<file path="src/rtl/conv_pkg.sv">
// Shared types and constants for the 3-tap convolution engine.
// Imported by conv_engine and conv_mac.
package conv_pkg;

    typedef enum logic [1:0] {
        S_LOAD,
        S_CALC,
        S_DONE,
        S_HOLD
    } state_e;

    localparam int NUM_IN  = 10;
    localparam int NUM_OUT = 8;
    localparam int TAPS    = 3;
    localparam int ACC_W   = 14;

    // Clamp an accumulator value to the 8-bit result range.
    function automatic logic [7:0] sat8(input logic [ACC_W-1:0] v);
        return (|v[ACC_W-1:8]) ? 8'hFF : v[7:0];
    endfunction

endpackage

</file>
<file path="src/rtl/conv_mac.sv">
// Multiply-accumulate datapath with output shift and saturation.
// One tap per cycle; result_o reflects the sum including this cycle's tap.
module conv_mac
    import conv_pkg::*;
#(
    parameter int unsigned SHIFT = 2
) (
    input  logic       clk,
    input  logic       reset,
    input  logic       en_i,
    input  logic       first_i,
    input  logic [7:0] sample_i,
    input  logic [3:0] weight_i,
    output logic [7:0] result_o
);

    logic [ACC_W-1:0] acc_q;
    logic [ACC_W-1:0] acc_d;
    logic [ACC_W-1:0] prod;
    logic [ACC_W-1:0] shifted;

    always_comb begin
        prod     = ACC_W'(sample_i) * ACC_W'(weight_i);
        acc_d    = (first_i ? '0 : acc_q) + prod;
        shifted  = acc_d >> SHIFT;
        result_o = sat8(shifted);
    end

    always_ff @(posedge clk or negedge reset) begin
        if (!reset) begin
            acc_q <= '0;
        end else if (en_i) begin
            acc_q <= acc_d;
        end
    end

endmodule

</file>
<file path="src/rtl/conv_engine.sv">
// Frame-based 3-tap FIR: load 10 samples, compute 8 results one MAC
// per cycle, pulse start_d, then hold results until rearmed.
module conv_engine
    import conv_pkg::*;
#(
    parameter logic [3:0]  K0    = 4'd1,
    parameter logic [3:0]  K1    = 4'd2,
    parameter logic [3:0]  K2    = 4'd1,
    parameter int unsigned SHIFT = 2
) (
    input  logic       clk,
    input  logic       reset,
    input  logic [7:0] sample_in,
    input  logic       sample_valid,
    output logic       sample_ready,
    input  logic       rearm,
    output logic [7:0] num_A,
    output logic [7:0] num_B,
    output logic [7:0] num_C,
    output logic [7:0] num_D,
    output logic [7:0] num_E,
    output logic [7:0] num_F,
    output logic [7:0] num_G,
    output logic [7:0] num_H,
    output logic       start_d,
    output logic       busy
);

    state_e     state_q, state_d;
    logic [3:0] cnt_q, cnt_d;
    logic [2:0] o_q, o_d;
    logic [1:0] t_q, t_d;

    logic [7:0] buf_q [NUM_IN];
    logic [7:0] num_q [NUM_OUT];

    logic [3:0] tap_idx;
    logic [3:0] weight;
    logic [7:0] mac_res;
    logic       in_calc;
    logic       last_tap;
    logic       accept;

    assign in_calc  = (state_q == S_CALC);
    assign last_tap = (t_q == 2'(TAPS - 1));
    assign accept   = (state_q == S_LOAD) && sample_valid;
    assign tap_idx  = {1'b0, o_q} + {2'b00, t_q};

    always_comb begin
        weight = K2;
        unique case (1'b1)
            (t_q == 2'd0): weight = K0;
            (t_q == 2'd1): weight = K1;
            default:       weight = K2;
        endcase
    end

    conv_mac #(
        .SHIFT(SHIFT)
    ) u_mac (
        .clk      (clk),
        .reset    (reset),
        .en_i     (in_calc),
        .first_i  (t_q == 2'd0),
        .sample_i (buf_q[tap_idx]),
        .weight_i (weight),
        .result_o (mac_res)
    );

    always_comb begin
        state_d = state_q;
        cnt_d   = cnt_q;
        o_d     = o_q;
        t_d     = t_q;
        unique case (state_q)
            S_LOAD: begin
                if (sample_valid) begin
                    cnt_d = cnt_q + 4'd1;
                    if (cnt_q == 4'(NUM_IN - 1)) begin
                        state_d = S_CALC;
                        cnt_d   = '0;
                        o_d     = '0;
                        t_d     = '0;
                    end
                end
            end
            S_CALC: begin
                if (last_tap) begin
                    t_d = '0;
                    if (o_q == 3'(NUM_OUT - 1)) begin
                        state_d = S_DONE;
                    end else begin
                        o_d = o_q + 3'd1;
                    end
                end else begin
                    t_d = t_q + 2'd1;
                end
            end
            S_DONE: state_d = S_HOLD;
            S_HOLD: begin
                if (rearm) begin
                    state_d = S_LOAD;
                end
            end
            default: state_d = S_LOAD;
        endcase
    end

    always_ff @(posedge clk or negedge reset) begin
        if (!reset) begin
            state_q <= S_LOAD;
            cnt_q   <= '0;
            o_q     <= '0;
            t_q     <= '0;
        end else begin
            state_q <= state_d;
            cnt_q   <= cnt_d;
            o_q     <= o_d;
            t_q     <= t_d;
        end
    end

    always_ff @(posedge clk or negedge reset) begin
        if (!reset) begin
            for (int i = 0; i < NUM_IN; i++) begin
                buf_q[i] <= '0;
            end
        end else if (accept) begin
            buf_q[cnt_q] <= sample_in;
        end
    end

    // A result lands on the edge closing its final tap.
    always_ff @(posedge clk or negedge reset) begin
        if (!reset) begin
            for (int i = 0; i < NUM_OUT; i++) begin
                num_q[i] <= '0;
            end
        end else if (in_calc && last_tap) begin
            num_q[o_q] <= mac_res;
        end
    end

    assign sample_ready = (state_q == S_LOAD);
    assign start_d      = (state_q == S_DONE);
    assign busy         = in_calc || (state_q == S_DONE);

    assign num_A = num_q[0];
    assign num_B = num_q[1];
    assign num_C = num_q[2];
    assign num_D = num_q[3];
    assign num_E = num_q[4];
    assign num_F = num_q[5];
    assign num_G = num_q[6];
    assign num_H = num_q[7];

endmodule

</file>
<file path="config.mk">
export PLATFORM = sky130hd
export DESIGN_NAME = conv_engine
export DESIGN_NICKNAME = d
export VERILOG_FILES = /design/src/rtl/conv_pkg.sv /design/src/rtl/conv_mac.sv /design/src/rtl/conv_engine.sv
export SDC_FILE = /design/constraint.sdc
export NUM_CORES = 1
export LEC_CHECK = 0
export BUFFER_PORTS_ARGS = -buffer_cell sky130_fd_sc_hd__buf_2
export CAP_MARGIN = 20
export CORE_UTILIZATION = 45
export CTS_BUF_LIST = sky130_fd_sc_hd__clkbuf_16
export DETAILED_ROUTE_END_ITERATION = 10
export PLACE_DENSITY = 0.69
export SYNTH_ARGS = -nofsm -noshare
export SYNTH_HDL_FRONTEND = slang
export SYNTH_SLANG_ARGS = --single-unit
</file>
<file path="constraint.sdc">
create_clock -name clk -period 12.7 [get_ports clk]
set_clock_uncertainty 0.15 [all_clocks]
set_input_delay 2.54 -clock clk [delete_from_list [all_inputs] [get_ports clk]]
set_output_delay 2.54 -clock clk [all_outputs]
set_load 0.02 [all_outputs]
</file>
==> results by group, run 1 <==
Power and ir drop
  – Part of the power in registers: 0.295
  – Clock share of power: 0.206
  – Leak pwr: 4.41 nW
  – Psw: 0.00117 W
  – PD cells: 301 mW/mm^2
  – Int Pwr: 0.00165 W
  – Peak VDD IR: 0.192 mV
  – Combinational Power Share: 0.499
  – Switching Share: 0.415

Route
  – Detailed Routing Iterations Pass 1: 7
  – Via density: 5.62
  – Routed WL per cell: 18.8 um
  – Drt drc: 0
  – DRT antenna net count: 0
  – 1st-iter DRT viols: 395
  – Vias: 5551
  – Routed wire length: 18600 um

CTS
  – Setup bufs post-CTS: 0
  – H-tree levels: 4
  – Clock latency on the worst-skew pair: 430 ps
  – CTS tree: built
  – Hold_buf cts: 0
  – Num CTS Buffers: 17
  – CTS-repair resized insts: 0
  – Clock-pin slew on the worst setup and hold paths: 70 ps
  – Num Clock Sinks: 169
  – Clock tree buffer depth: 2
  – CTS root buf: clkbuf_16

Final layout
  – Layout Nets: 782
  – Largest regs: buf_q x80, u_mac.acc_q x14
  – Diode count: 0
  – Fill count: 1431
  – Max reg flops: 80
  – Register area: 0.00423 mm^2
  – Share of post-route cells with drive strength above 1: 0.325
  – Area Overhead vs Synth: 15.9%
  – Top reg by flops: buf_q
  – Area of the multi-input gates: 0.00365 mm^2

Floorplanning
  – Std-Cell Rows: 48
  – # IOs: 79
  – Core area: 0.0174 mm^2
  – Initial Util: 0.464
  – Total Die Area: 0.0185 mm^2
  – Die width: 136 um
  – Die height: 136 um

Global route
  – Overflow after GRT: 0
  – Total GRT Usage: 0.212
  – Number of global-route vias before repair: 5515
  – Initial antenna violation count: 0
  – Largest net degree at the start of global routing: 87
  – Global-route wire length before repair: 29500 um

STA
  – Relative slew slack: 0.285
  – Crit path time final: 6370 ps
  – Setup TNS: 0 ps
  – Max Freq: 157 MHz
  – Unrepaired setup endpoints after global routing: no
  – Fin Hold WS: 352 ps
  – Part of the cycle the worst path needs: 0.502
  – # setup viols final: 0
  – Fin. Hold Viols: 0
  – Actual slew at the worst max-slew pin: 1070 ps
  – Final Max Slew Viols: 0

Worst setup path
  – Crit-path cells: ha_1 -> fa_1 -> mux4_2 -> mux2i_1 -> o22ai_1 -> mux2_2 -> ha_1 -> and3_1 -> a221oi_2 -> o21ai_1 -> xnor2_1 -> nor4_4 -> buf_6 -> nor2b_1 -> a31oi_1
  – Crit path buf inv count: 1
  – Top cell by count, worst path: ha_1
  – Worst Setup Path Type: reg -> reg
  – Required @ worst endpoint: 12810 ps
  – WP data arrival: 6480 ps
  – Startpoint types: flip-flop
  – CP Max Fanout: 17
  – Crit-path slowest cell: fa_1
  – Crit end category: flip-flop
  – Largest stage delay, worst path: 1120 ps
  – Delay-heaviest family, CP: adder cells

Synth
  – Async SR Flop Fraction: 1.00
  – Syn nets: 715
  – Synthesis warning total: 0
  – Synthesized area: 0.00808 mm^2
  – Synthesized instance count: 682
  – Most used flip-flop cell after synthesis: dfrtp_1
  – Post-synthesis sequential area ratio: 0.523
  – Mean Syn Cell Area: 11.9 um^2
  – #FFs+latches synth: 169
  – Number of distinct library cells after synthesis: 50
  – EDFF count, synth: 0

Placement
  – Hpwl dp: 12700 um
  – Final GP Congestion: 0.870
  – PortBufs: 78

Min path
  – Hold WC Path Type: reg -> reg

Job
  – Max-Cap Viols: 0

Run status
  – Run status: completed
[cell usage after synthesis (7+ instances only)]
master	instances	share of area
dfrtp_1	169	0.52
mux2_2	96	0.13
nor2_1	95	0.044
a21oi_1	54	0.033
nand2_1	27	0.013
a31oi_1	24	0.019
clkbuf_1	24	0.011
ha_1	19	0.029
mux2i_1	19	0.024
mux4_2	16	0.045
nor2b_1	16	0.012
o21ai_0	12	0.0074
buf_1	10	0.0046
inv_1	9	0.0042
nor3_1	9	0.0056
xnor2_1	9	0.0098
nand3_1	7	0.0043
o22ai_1	7	0.0054
[metrics by stage]
step	cells	setup slack, ps	total power (W)	utilization	instance area, um^2
floorplan	682	7570	0.00187	-	8080
global placement	952	6380	0.00217	0.497	8650
detailed placement	952	6280	0.00223	0.497	8650
CTS	984	6190	0.00283	0.535	9320
global route	987	6020	0.00299	0.538	9370
finish	987	6330	0.00282	0.538	9370
[cell families (layout without fill, tap and decap cells)]
| group | count (synthesis) | after routing | synth area share |
|---|---|---|---|
| compound gates | 122 | 122 | 0.0926 |
| xor+xnor | 13 | 13 | 0.0173 |
| fa+ha+maj | 21 | 21 | 0.0344 |
| buf+inv | 50 | 130 | 0.0249 |
| flops | 169 | 169 | 0.523 |
| mux | 131 | 131 | 0.202 |
| simple gates | 176 | 176 | 0.106 |
[power by group through the flow]
stage          Clock, W  Sequential [W]  Combinational (W)
3_5_place_dp          0        0.000838            0.00140
5_1_grt        0.000612        0.000852            0.00152
3_3_place_gp          0        0.000824            0.00135
2_1_floorplan         0        0.000837            0.00103
4_1_cts        0.000591        0.000831            0.00141
6_report       0.000582        0.000831            0.00141
[area by class of cell]
cell class / count / share of cell area
Clock buffer: 17 / 0.0454
Clock inverter: 15 / 0.0259
Multi-Input combinational cell: 463 / 0.390
Timing Repair Buffer: 89 / 0.0537
Tap cell: 225 / 0.0301
Inverter: 9 / 0.00361
Sequential cell: 169 / 0.451
[placed cells by master, fill, tap and decap left out, types with 17 or more instances in the layout]
cell	synthesis	routed
ha_1	19	19
a31oi_1	24	24
dfrtp_1	169	169
mux2_2	96	96
nor2_1	95	95
clkbuf_16	0	17
mux2i_1	19	19
a21oi_1	54	54
nand2_1	27	27
buf_2	4	77
[layer usage]
layer	GRT usage	vias up	routed length (um)
li1	-	2557	-
met1	0.275	2805	8030
met2	0.347	156	9270
met3	0.0377	33	852
met4	0.0907	0	440
met5	0	-	0
[path summary, 6_finish.rpt]
path	startpoint	cells after the start	slack, ps	to
setup / recovery	t_q[0]	15	6330	num_H[0]
hold / removal	u_mac.acc_q[6]	1	350	u_mac.acc_q[6]
setup reg to reg	t_q[0]	15	6330	num_H[0]
hold reg to reg	u_mac.acc_q[6]	1	350	u_mac.acc_q[6]
max in group asynchronous	reset	3	9180	buf_q[31]
min in group asynchronous	reset	1	2020	num_C[6]
Note: power is estimated with default switching activity, not from simulation.
==> inputs of run 2 (changes only) <==
- PLACE_DENSITY: 0.69 -> 0.72
- clock period: 12.7 -> 5.52 ns (I/O delays scaled with it)
==> run 2 against run 1 <==
Count of clock-buffer cells in the layout did not move. Register-to-register slack got worse by 6100 ps. Via count fell by 2.3%. Worst hold slack barely moved. Clock power is 110% higher. Sequential cell count is the same. Total power is 140% higher. First-iteration DRC count is 21% lower. Cell count rose by 1.4%. Routed wire length down 4.7%. Critical endpoint is now num_C[7].
==> results by group, run 2 (synthesis results as in run 1) <==
Run status
  – Run status: completed

Final layout
  – Largest regs: buf_q x80, u_mac.acc_q x14
  – Post-Layout Cell Count: 1001 (+1.4%)
  – Area Overhead vs Synth: 17.0%
  – Top reg by flops: buf_q
  – Diode count: 0 (unchanged)
  – Commonest non-fill, non-tap cell in the layout: dfrtp_1
  – Area of the multi-input gates: 0.00366 mm^2 (+0.14%)
  – Register area: 0.00423 mm^2 (unchanged)
  – Max reg flops: 80 (unchanged)
  – Layout Nets: 796 (+1.8%)
  – Final instance area: 0.00946 mm^2 (+0.98%)
  – Share of post-route cells with drive strength above 1: 0.339 (+0.0135)
  – Fill count: 1491 (+4.2%)
  – Final core occ: 0.543 (+0.00524)
  – Commonest cells after routing, fill and taps aside: 169 x dfrtp_1, 96 x mux2_2, 95 x nor2_1

Worst setup path
  – R2R Path Start: o_q[0]
  – Crit-path cells: ha_1 -> fa_1 -> buf_12 -> mux4_2 -> mux2i_1 -> o22ai_1 -> and2_1 -> ha_1 -> fa_1 -> a21o_1 -> a221oi_2 -> o21ai_1 -> xnor2_1 -> nor4_4 -> nor3b_4 -> buf_12 -> a21oi_1
  – Crit-path slowest cell: fa_1
  – R2R cell count: 17 (+2)
  – Crit end category: flip-flop
  – R2R Path End: num_C[7]
  – Crit path buf inv count: 2 (+1)
  – Delay-heaviest family, CP: adder cells
  – CP Max Fanout: 17 (unchanged)
  – Startpoint types: flip-flop
  – Worst Setup Path Type: reg -> reg
  – WP data arrival: 5400 ps (-1080 ps)
  – Reg2Reg Setup Slack: 240 ps (-6090 ps)
  – Required @ worst endpoint: 5630 ps (-7180 ps)
  – Largest stage delay, worst path: 560 ps (-560 ps)

CTS
  – CTS root buf: clkbuf_16
  – Clock tree buffer depth: 2 (unchanged)
  – Clock latency on the worst-skew pair: 430 ps (about the same)
  – Hold_buf cts: 0 (unchanged)
  – Clock-pin slew on the worst setup and hold paths: 70 ps (about the same)
  – H-tree levels: 4 (unchanged)
  – CTS tree: built
  – Num CTS Buffers: 17 (unchanged)
  – Num Clock Sinks: 169 (unchanged)

Global route
  – Global-route wire length before repair: 28900 um (-1.9%)
  – Largest net degree at the start of global routing: 105 (+21%)
  – GRT Max-Usage Layer: met2
  – Grt met3 use: 0.0362 (-0.00149)
  – Overflow after GRT: 0 (unchanged)
  – Met2 Use GR: 0.334 (-0.0130)
  – Initial antenna violation count: 0 (unchanged)
  – Total GRT Usage: 0.204 (-0.00788)
  – Routing usage on met1: 0.279 (+0.00414)
  – Number of global-route vias before repair: 5348 (-3.0%)

Route
  – 1st-iter DRT viols: 314 (-21%)
  – Routed WL per cell: 17.7 um (-6.0%)
  – Via density: 5.42 (-3.7%)
  – Detailed Routing Iterations Pass 1: 4 (-3)
  – Vias: 5423 (-2.3%)
  – Routed wire length: 17700 um (-4.7%)
  – Drt drc: 0 (unchanged)
  – DRT antenna net count: 0 (unchanged)

STA
  – # setup viols final: 0 (unchanged)
  – Fin. Hold Viols: 0 (unchanged)
  – Setup TNS: 0 ps (unchanged)
  – Unrepaired setup endpoints after global routing: no
  – Relative slew slack: 0.298 (+0.0130)
  – Actual slew at the worst max-slew pin: 1050 ps (-19.4 ps)
  – Final Max Slew Viols: 0 (unchanged)
  – Max Freq: 189 MHz (+21%)
  – Crit path time final: 5280 ps (-1090 ps)
  – Part of the cycle the worst path needs: 0.957 (+0.455)

Power and ir drop
  – Final Total Pwr: 0.00679 W (+140%)
  – Leak pwr: 4.47 nW (+1.2%)
  – PD cells: 718 mW/mm^2 (+140%)
  – Peak VDD IR: 0.504 mV (+160%)

Placement
  – Placed Instance Area: 0.00876 mm^2 (+1.2%)
  – Final GP Congestion: 0.813 (-6.5%)
  – PortBufs: 78 (unchanged)
  – Hpwl dp: 12000 um (-5.0%)
  – Cell Count Post-Placement: 962 (+1.1%)

Floorplanning
  – Initial Util: 0.464 (unchanged)
  – Die width: 136 um (unchanged)
  – Total Die Area: 0.0185 mm^2 (unchanged)
  – Std-Cell Rows: 48 (unchanged)
  – Core area: 0.0174 mm^2 (unchanged)
  – Die height: 136 um (unchanged)
  – # IOs: 79 (unchanged)

Min path
  – Hold WC Path Type: reg -> reg
  – Hold Path Stages: 2 (+1)
  – HP Start: u_mac.acc_q[13]
  – WHS Endpoint: u_mac.acc_q[13]

Job
  – Max-Cap Viols: 0 (unchanged)
-- run 2: changes by cell type in the layout (fill, tap and decap cells not counted), sizes merged --
cell / change
clkinvlp: +1
inv: +4
bufinv: -3
buf: +14
clkinv: -2
-- run 2: power breakdown --
part / switching, W / internal (W)
logic: 0.00199 / 0.00168
registers: 0.000246 / 0.00165
clock network: 0.000538 / 0.000686
-- run 2: layout make-up --
cell class              count  area share
flip-flops and latches    169       0.447
multi-input cells         463       0.387
repair buffers            103      0.0684
clock buffers              17      0.0450
well taps                 225      0.0298
clock inverters            15      0.0196
inverters                   9     0.00357
-- run 2: worst max-delay path by stage --
| stage | from | to | slack (ps) | cells past startpoint |
|---|---|---|---|---|
| 2_1_floorplan | t_q[0] | num_C[7] | 390 | 18 |
| 3_3_place_gp | o_q[0] | num_B[3] | 330 | 16 |
| 3_5_place_dp | o_q[0] | num_F[3] | 230 | 16 |
| 4_1_cts | o_q[0] | num_C[3] | 170 | 16 |
| 5_1_grt | o_q[0] | num_G[7] | 40 | 17 |
| 6_report | o_q[0] | num_C[7] | 240 | 17 |
-- run 2: timing repair --
action,4_1_cts,5_1_grt
setup endpoints to repair,0,40
setup buffers,0,7
resized for setup,0,0
-- run 2: worst reg2reg max path: stages, from the launching register on --
cell      delay, ps
dfrtp_1         430
ha_1            260
fa_1            560
buf_12          190
mux4_2          320
mux2i_1         190
o22ai_1         130
and2_1          180
ha_1            220
fa_1            410
a21o_1          200
a221oi_2        430
o21ai_1         190
xnor2_1         200
nor4_4          530
nor3b_4         320
buf_12          160
a21oi_1          70
-- run 2: layer usage --
metal,share of wire,up-vias
met5,0,-
li1,-,2593
met4,0.010,0
met1,0.47,2716
met3,0.036,14
met2,0.49,100
-- run 2: metrics by stage --
| step | setup slack (ps) | hold slack, ps |
|---|---|---|
| final | 237 | 352 |
| after global routing | 40.2 | 364 |
| after CTS | 170 | 356 |
| after detailed placement | 233 | 339 |
| after global placement | 331 | 332 |
| after floorplan | 392 | 318 |
